===== config.mk =====
export PLATFORM = sky130hd
export DESIGN_NAME = gcm_block_sequencer
export DESIGN_NICKNAME = d
export VERILOG_FILES = /design/src/rtl/gcm_block_sequencer.sv
export SDC_FILE = /design/constraint.sdc
export NUM_CORES = 2
export LEC_CHECK = 0
export CAP_MARGIN = 5
export CORE_MARGIN = 4
export CORE_UTILIZATION = 62
export DETAILED_ROUTE_END_ITERATION = 8
export GPL_ROUTABILITY_DRIVEN = 1
export PLACE_DENSITY = 0.88
export SYNTH_ARGS = -nofsm -noshare
export SYNTH_HDL_FRONTEND = slang
export SYNTH_SLANG_ARGS = --single-unit

===== constraint.sdc =====
create_clock -name clk -period 10.4 [get_ports clk]
set_input_delay 1.04 -clock clk [delete_from_list [all_inputs] [get_ports clk]]
set_output_delay 1.04 -clock clk [all_outputs]
set_load 0.005 [all_outputs]

===== src/rtl/gcm_block_sequencer.sv =====
// Per-worker AES-GCM block sequencer.
// Latches one instance descriptor (IV, AAD bit length, text bit length). It then
// walks this worker's strided share of the block index space: AAD blocks, then
// text blocks, then the final length block. Each block is offered downstream
// through a valid/ready handshake. Text blocks carry a GCM counter block
// IV || (k+2); the other phases carry a zero counter.
module gcm_block_sequencer #(
  parameter int NUM_WORKERS = 4,
  parameter int ID_W        = 2,
  parameter int LEN_W       = 64,
  parameter int IDX_W       = 32
) (
  input  logic               clk,
  input  logic               rst,
  input  logic [ID_W-1:0]    i_id,
  input  logic               i_new_instance,
  input  logic [95:0]        i_iv,
  input  logic [LEN_W-1:0]   i_aad_len,
  input  logic [LEN_W-1:0]   i_pt_len,
  output logic               o_busy,
  output logic               o_valid,
  input  logic               i_ready,
  output logic [IDX_W-1:0]   o_idx,
  output logic [127:0]       o_counter,
  output logic [2:0]         o_phase,
  output logic [4:0]         o_bytes,
  output logic               o_done
);

  // S_RESTART is the single bubble cycle after an abort. During it o_valid is low
  // and the freshly latched descriptor is waiting to be started.
  typedef enum logic [2:0] {
    S_IDLE,
    S_RUN,
    S_LEN,
    S_FLUSH,
    S_RESTART
  } state_t;

  // Everything registered per cycle: next FSM state plus every output field.
  typedef struct packed {
    state_t             state;
    logic               valid;
    logic               busy;
    logic               done;
    logic [IDX_W-1:0]   idx;
    logic [127:0]       counter;
    logic [2:0]         phase;
    logic [4:0]         bytes;
  } step_t;

  localparam logic [2:0] PH_AAD   = 3'b010;
  localparam logic [2:0] PH_FIRST = 3'b000;
  localparam logic [2:0] PH_MID   = 3'b001;
  localparam logic [2:0] PH_LAST  = 3'b011;
  localparam logic [2:0] PH_SOLE  = 3'b111;
  localparam logic [2:0] PH_LEN   = 3'b101;
  localparam logic [2:0] PH_IDLE  = 3'b100;

  localparam logic [IDX_W-1:0] STRIDE    = IDX_W'(NUM_WORKERS);
  // NUM_WORKERS is a power of two, so "mod NUM_WORKERS" reduces to a mask.
  localparam logic [IDX_W-1:0] LANE_MASK = IDX_W'(NUM_WORKERS - 1);

  // Number of 128-bit blocks covering len bits: ceil(len/128), overflow-free.
  function automatic logic [IDX_W-1:0] ceil_blocks(input logic [LEN_W-1:0] len);
    logic [LEN_W-1:0] q;
    q = (len >> 7) + LEN_W'(|len[6:0]);
    return IDX_W'(q);
  endfunction

  // Byte count of a final partial block: (len/8) mod 16, where 0 means a full block.
  function automatic logic [4:0] tail_bytes(input logic [3:0] r);
    return (r == 4'd0) ? 5'd16 : {1'b0, r};
  endfunction

  function automatic step_t idle_step();
    step_t s;
    s.state   = S_IDLE;
    s.valid   = 1'b0;
    s.busy    = 1'b0;
    s.done    = 1'b0;
    s.idx     = '0;
    s.counter = '0;
    s.phase   = PH_IDLE;
    s.bytes   = 5'd0;
    return s;
  endfunction

  function automatic step_t flush_step();
    step_t s;
    s       = idle_step();
    s.state = S_FLUSH;
    s.done  = 1'b1;
    return s;
  endfunction

  function automatic step_t bubble_step();
    step_t s;
    s       = idle_step();
    s.state = S_RESTART;
    s.busy  = 1'b1;
    return s;
  endfunction

  // Decides what happens at block index idx. If idx is still inside the
  // instance, the result is a data block. Otherwise it is the length block when
  // this worker owns index `total`, and the done flush when it does not.
  function automatic step_t plan(
    input logic [IDX_W-1:0] idx,
    input logic [IDX_W-1:0] a,
    input logic [IDX_W-1:0] t,
    input logic [IDX_W-1:0] total,
    input logic [3:0]       aad_tail,
    input logic [3:0]       pt_tail,
    input logic [95:0]      iv,
    input logic [ID_W-1:0]  id
  );
    step_t            s;
    logic [IDX_W-1:0] k;
    s = idle_step();
    k = idx - a;
    if (idx < total) begin
      s.state = S_RUN;
      s.valid = 1'b1;
      s.busy  = 1'b1;
      s.idx   = idx;
      if (idx < a) begin
        s.phase = PH_AAD;
        s.bytes = (idx == a - IDX_W'(1)) ? tail_bytes(aad_tail) : 5'd16;
      end else begin
        s.counter = {iv, 32'(k + IDX_W'(2))};
        if (t == IDX_W'(1))             s.phase = PH_SOLE;
        else if (k == '0)               s.phase = PH_FIRST;
        else if (k == t - IDX_W'(1))    s.phase = PH_LAST;
        else                            s.phase = PH_MID;
        s.bytes = (k == t - IDX_W'(1)) ? tail_bytes(pt_tail) : 5'd16;
      end
    end else if ((total & LANE_MASK) == IDX_W'(id)) begin
      s.state = S_LEN;
      s.valid = 1'b1;
      s.busy  = 1'b1;
      s.idx   = total;
      s.phase = PH_LEN;
      s.bytes = 5'd16;
    end else begin
      s = flush_step();
    end
    return s;
  endfunction

  step_t            out_q;
  logic [95:0]      iv_q;
  logic [IDX_W-1:0] a_q, t_q, total_q;
  logic [3:0]       aad_tail_q, pt_tail_q;

  logic [IDX_W-1:0] in_a, in_t, in_total;
  logic             load;
  step_t            start_step, adv_step;

  // Derived block counts of the incoming descriptor, plus the candidate next steps.
  // NOTE: every always_comb output is assigned on all paths so no latch is inferred.
  always_comb begin
    in_a     = ceil_blocks(i_aad_len);
    in_t     = ceil_blocks(i_pt_len);
    in_total = in_a + in_t;
    // A start pulse is taken everywhere except the one-cycle done flush.
    load     = i_new_instance && (out_q.state != S_FLUSH);
    if (out_q.state == S_IDLE) begin
      start_step = plan(IDX_W'(i_id), in_a, in_t, in_total,
                        i_aad_len[6:3], i_pt_len[6:3], i_iv, i_id);
    end else begin
      start_step = plan(IDX_W'(i_id), a_q, t_q, total_q,
                        aad_tail_q, pt_tail_q, iv_q, i_id);
    end
    adv_step = plan(out_q.idx + STRIDE, a_q, t_q, total_q,
                    aad_tail_q, pt_tail_q, iv_q, i_id);
  end

  // Latch the instance descriptor whenever a start pulse is taken.
  // NOTE: sequential state uses non-blocking assignments so all registers update together.
  always_ff @(posedge clk) begin
    if (rst) begin
      iv_q       <= '0;
      a_q        <= '0;
      t_q        <= '0;
      total_q    <= '0;
      aad_tail_q <= '0;
      pt_tail_q  <= '0;
    end else if (load) begin
      iv_q       <= i_iv;
      a_q        <= in_a;
      t_q        <= in_t;
      total_q    <= in_total;
      aad_tail_q <= i_aad_len[6:3];
      pt_tail_q  <= i_pt_len[6:3];
    end
  end

  // Sequencer FSM with registered outputs. Outputs only change on accept, start,
  // abort or flush, so they stay stable while a block is stalled.
  always_ff @(posedge clk) begin
    if (rst) begin
      out_q <= idle_step();
    end else begin
      unique case (out_q.state)
        S_IDLE: begin
          if (i_new_instance) out_q <= start_step;
        end
        S_RUN: begin
          if (i_new_instance) out_q <= bubble_step();
          else if (i_ready)   out_q <= adv_step;
        end
        S_LEN: begin
          if (i_new_instance) out_q <= bubble_step();
          else if (i_ready)   out_q <= flush_step();
        end
        S_FLUSH: begin
          out_q <= idle_step();
        end
        S_RESTART: begin
          if (i_new_instance) out_q <= bubble_step();
          else                out_q <= start_step;
        end
        default: begin
          out_q <= idle_step();
        end
      endcase
    end
  end

  assign o_valid   = out_q.valid;
  assign o_busy    = out_q.busy;
  assign o_done    = out_q.done;
  assign o_idx     = out_q.idx;
  assign o_counter = out_q.counter;
  assign o_phase   = out_q.phase;
  assign o_bytes   = out_q.bytes;

endmodule


* Word-level counts from Yosys, hierarchy flattened *
Index checks and enable logic that the tools add are counted.

word-level totals
  register bits after elaboration = 374
  bits in latches = 0
  RAM bits = 0
  ROM bits = 0
  word-level logic and storage cells = 113
  memories = 0

cells by class
  $add $sub $neg = 14
  multiply operators = 0
  div/mod/pow operators = 0
  $lt $le $gt $ge = 6
  equal/unequal tests = 17
  shift operators = 0
  muxes and demuxes = 50
  bitwise gates (word level) = 0
  reductions and logical operators = 12

operator list
  kind                                                                  number
  174-bit two-way mux                                                   7
  174-bit case mux with 4 select lines                                  1
  168-bit two-way mux                                                   3
  128-bit two-way mux                                                   3
  32-bit == test                                                        4
  2-bit by 32-bit less-than comparator with 1-bit output                4
  32-bit by 1-bit subtractor with 32-bit output, second input constant  4
  32-bit by 2-bit adder with 32-bit output, second input constant       3
  32-bit logical NOT                                                    3
  5-bit two-way mux                                                     13
  32-bit by 1-bit adder with 32-bit output                              2
  2-bit by 32-bit == test with 1-bit output                             2
  32-bit by 1-bit == test with 1-bit output, second input constant      2
  32-bit less-than comparator                                           2
  32-bit two-way mux                                                    2
  2-bit by 32-bit subtractor with 32-bit output                         2
  32-bit by 3-bit adder with 32-bit output, second input constant       1
  32-bit adder                                                          1
  32-bit subtractor                                                     1
  3-bit two-way mux                                                     8
  8-bit two-way mux                                                     3
  4-bit logical NOT                                                     4
  7-bit OR reduction                                                    2
  6-bit two-way mux                                                     2
  12 further kinds                                                      20

* Longest topological paths before layout *
  word-level depth = 12
  gate-level depth with buffers = 28

* Worst setup path before layout *
OpenSTA, ideal clock, no wires.

  path type = input to register
  from = input port i_aad_len[6]
  to = register out_q (netlist bit o_counter[39])
  arrival time = 6,728 ps
  slack = 3,544 ps
  cell stages on the path = 23
  path buffers = 3
  path through = or4_1 or4_1 ha_1 ha_1 nand3_1 xor2_1 inv_1 ha_1 a21o_1 a221oi_1 o21ai_0 xor2_1 or3_1 a2111o_1 nor4_1 nand4_1 nor2_1 clkbuf_1 clkbuf_1 buf_1 o31ai_1 a22oi_1 nor2_1

on the way
  longest elaborated chain between the ends = 8
  elaborated cells on any way between the ends = 11
  those cells by class = add/sub: 2; order compare: 2; mux: 6; reduce/logical: 1

RTL lines
  item                                                                                                  RTL line  source
  start, declared                                                                                       18        input logic [LEN_W-1:0] i_aad_len,
  7-bit OR reduction *                                                                                  67        q = (len >> 7) + LEN_W'(|len[6:0]);
  32-bit by 1-bit adder with 32-bit output *                                                            67
  net in_a[4]                                                                                           156       logic [IDX_W-1:0] in_a, in_t, in_total;
  32-bit adder / 2-bit by 32-bit less-than comparator with 1-bit output (equally long branches)         165, 127
  2-bit by 32-bit less-than comparator with 1-bit output / 128-bit two-way mux (equally long branches)  122, 127
  168-bit two-way mux *                                                                                 122       if (idx < total) begin
  174-bit two-way mux *                                                                                 168       if (out_q.state == S_IDLE) begin
  174-bit two-way mux (on tied branches)                                                                221, 207
  174-bit case mux with 4 select lines *                                                                205       unique case (out_q.state)
  end signal, assigned                                                                                  207       if (i_new_instance) out_q <= start_step;
  end signal, assigned                                                                                  221       if (i_new_instance) out_q <= bubble_step();
  end signal, assigned                                                                                  222       else out_q <= start_step;
  end, declared                                                                                         151       step_t out_q;

The timed path passes the listed nets; every way through them passes the cells marked *. The select of a mux whose other input is x is not followed.
A chain may end at the register's enable or synchronous reset.

* Final worst setup path *
  from = input port i_pt_len[6]
  to = register out_q (netlist bit o_phase[0])

on the way
  longest elaborated chain between the ends = 9
  elaborated cells on any way between the ends = 14
  those cells by class = add/sub: 2; order compare: 1; eq/ne: 2; mux: 8; reduce/logical: 1

RTL lines
  item                                                                  RTL line  source
  start, declared                                                       19        input logic [LEN_W-1:0] i_pt_len,
  7-bit OR reduction *                                                  67
  32-bit by 1-bit adder with 32-bit output *                            67
  net in_t[10]                                                          156
  parallel branches: the longest is 3 deep, another holds 32-bit adder  n/a
  168-bit two-way mux *                                                 122
  174-bit two-way mux *                                                 168
  174-bit two-way mux (on tied branches)                                221, 207
  174-bit case mux with 4 select lines *                                205

Mark *: on every way through the listed nets, which the timed path passes. The select of a mux whose other input is x is not followed.

==> flow_metrics.tcl <==
set metrics [dict create \
    synth_cell_types 108 \
    nNetsFinal 4740 \
    die_area_um2 55300 \
    outcome "finished, final reports clean" \
    setup_ws_ps 1780 \
    cts_tree "yes" \
    area_delta_synth_final_pct 12.1 \
    wl_per_cell_um 23.2 \
    crit_type "in2reg" \
    synth_most_common_cell "nand2_1" \
    grt_start_max_net_pins 239 \
    antenna_found_initial 6 \
    core_um2 50600 \
    grt_overflow_total 0 \
    layout-drive-gt1-share_pct 4.73 \
    netlist.area_leader.share_pct 23.4 \
    syn_area_per_cell_um2 7.31 \
    fmax_mhz 116 \
    rsz0062_at_grt "no" \
    tightest_slew_ps 1280 \
    die_x_um 235 \
    dp_slack_ps 1540 \
    grt_pass1_wl_mm 176 \
    hpwl_mm 90.1 \
    syn-num-nets 4727 \
    synth_ff_type "dfxtp_1" \
    p_total_mw 4.22 \
    stdcell_area_um2 35900 \
    crit_fanout 97 \
    p_leak_nw 13.3 \
    htreeDepth 2 \
    critPathCaptureType "flip-flop" \
    first_iter_violations 4496 \
    path_cells "clkdlybuf4s50_1 -> or4_1 -> or4_1 -> ha_1 -> ha_1 -> nand4_4 -> nor2_1 -> nand3_1 -> xor2_1 -> inv_1 -> ha_1 -> nand4_1 -> nor3_1 -> a21boi_0 -> a211oi_1 -> xnor2_1 -> a311o_1 -> nor4_1 -> nand4_1 -> nor2_4 -> buf_12 -> nor2_1 -> o21a_1 -> o31a_1" \
    io_pins 401 \
    synthCells 4377 \
    cts_hold_buf 0 \
    cts-resized-gates 0 \
    clkSinkCount 374 \
    remaining_drc_errors 0 \
    finalHoldViolations 0 \
    drv_cap 0 \
    synth_edf_count 0 \
    die_y_um 235 \
    cp.arrival_ps 9090 \
    required_ps 10870 \
    cp_common_cell "ha_1" \
    first_global_vias 30100 \
    fin_crit_sh_pct 82.9 \
    period_needed_ps 8620 \
    io_buffers 350 \
    yosysSeqAreaShare_pct 23.4 \
    yosysTopAreaCell "dfxtp_1" \
    antenna_left 0 \
    power.density_nw_per_um2 118 \
    crit_slowest_cell "xor2_1" \
    clk_latency_ps 590 \
    synth_area_leaders "dfxtp_1 23%, xnor2_1 7.7%, nand2_1 6.4%" \
    holdWs_ps 451 \
    grt_util_all_layers_pct 39.6 \
    fin_worst_skew_ps 37.0 \
    worst-path-buf-inv 3 \
    max_slew_margin_pct 14.6 \
    firstDrtPassIters 8 \
    gp_congestion 1.07 \
    synth_common_cells "545 x nand2_1, 420 x nor2_1, 374 x dfxtp_1" \
    post_cts_buffers 0 \
    drt-total-wl_mm 118 \
    cts_buffers 40 \
    setup_viol 0 \
    start_util_pct 63.2 \
    root_buffer "clkbuf_16" \
    critPathLaunchType "input pin" \
    syn_area_um2 32000 \
    cts.clk_slew.worst_paths_ps 70 \
    ir_worst_vdd_v 0.000129 \
    synthArstFlopShare_pct 0 \
    cp_top_family "simple AND/OR/NAND/NOR gates" \
    cp_slowest_stage_delay_ps 860 \
    ys_ff_latch 374 \
    hold_path.class "reg2reg" \
    tns_ps 0 \
    ys_warn_count 0 \
    viasPerCell 6.58 \
    drv_slew 0 \
    place_area_um2 34500 \
    vias 33500 \
    rows 82 \
    clockBufferDepth 3 \
]
## through the flow
step                instances  utilization [%]
floorplan                4377                -
global placement         5020             68.3
detailed placement       5020             68.3
CTS                      5090             70.9
global route             5094             70.9
finish                   5094             70.9
## worst reg2reg max path, delay by kind of cell, from the launching register on
family,cells,cell delay (ps)
AND/OR/NAND/NOR,10,3200
AO/OA/AOI/OAI,3,1290
multiplexers,1,270
XOR/XNOR,2,790
adder cells (fa/ha/maj),2,900
buffers and inverters,1,290
flip-flops,1,470
## power breakdown
| part | switching [mW] | total, mW | leakage (nW) | internal [mW] |
|---|---|---|---|---|
| clock network | 0.639 | 1.45 | 0.651 | 0.809 |
| logic | 0.738 | 1.18 | 9.64 | 0.446 |
| registers | 0.0914 | 1.58 | 3.06 | 1.49 |
## logic make-up (layout without fill, tap and decap cells)
kind of cell	after synthesis	after routing	synth area share, %
multiplexers	18	18	0.575
adder cells (fa/ha/maj)	120	120	4.79
buffers and inverters	694	735	10.3
flip-flops	374	374	23.4
other	0	4	0
AO/OA/AOI/OAI	1025	1025	21.6
AND/OR/NAND/NOR	1722	1722	26.5
XOR/XNOR	424	424	12.9
## placed cells by master, fill, tap and decap left out, types with 11 or more instances in the layout
master	instances
clkbuf_16	40
o2111ai_1	14
dfxtp_1	374
and2_1	38
o21a_1	21
clkdlybuf4s50_1	349
a21o_1	40
or2_2	12
and4_1	25
and3_1	31
a31oi_1	34
nor2_1	418
a21oi_1	292
a22oi_1	149
nand3_1	139
buf_4	54
nand4_1	111
xnor3_1	21
xor2_1	110
nor3_1	113
xnor2_1	283
mux2i_1	15
inv_1	255
a211o_1	13
o211ai_1	27
o21ai_0	111
a211oi_1	75
ha_1	116
nor3b_1	13
nor4_1	99
o31ai_1	116
or4_1	37
nand2b_1	17
nand2_1	543
or3_1	36
a2111oi_0	11
nand4b_1	13
## flip-flops by register name (all words and copies together), names as in the netlist
register    cells
o_bytes         5
o_done          1
pt_tail_q       4
aad_tail_q      4
o_counter     128
o_valid         1
iv_q           96
t_q            32
o_busy          1
out_q           3
a_q            32
o_phase         3
o_idx          32
total_q        32
## metal layers
layer	share of wire [%]	track usage, %
met5	0.014	0
met4	7.5	24.7
met3	9.6	5.79
met2	44	61.2
met1	39	52.3
## layout make-up
cell class / instances / area [µm²]
multi-input cells: 3309 / 21300
fillers: 4165 / 14700
flip-flops and latches: 374 / 7490
repair buffers: 406 / 3950
clock buffers: 54 / 1140
inverters: 259 / 972
well taps: 672 / 841
clock inverters: 16 / 174
diodes: 4 / 10.0
## final timing paths
check	slack (ps)	depth (start not counted)	from	to
worst max-delay path	1780	24	i_pt_len[6]	o_phase[0]
worst min-delay path	450	2	o_counter[25]	o_counter[25]
worst max register to register	3110	19	o_idx[2]	o_bytes[4]
worst min register to register	450	2	o_counter[25]	o_counter[25]
Power figures use the tool's default switching activity.
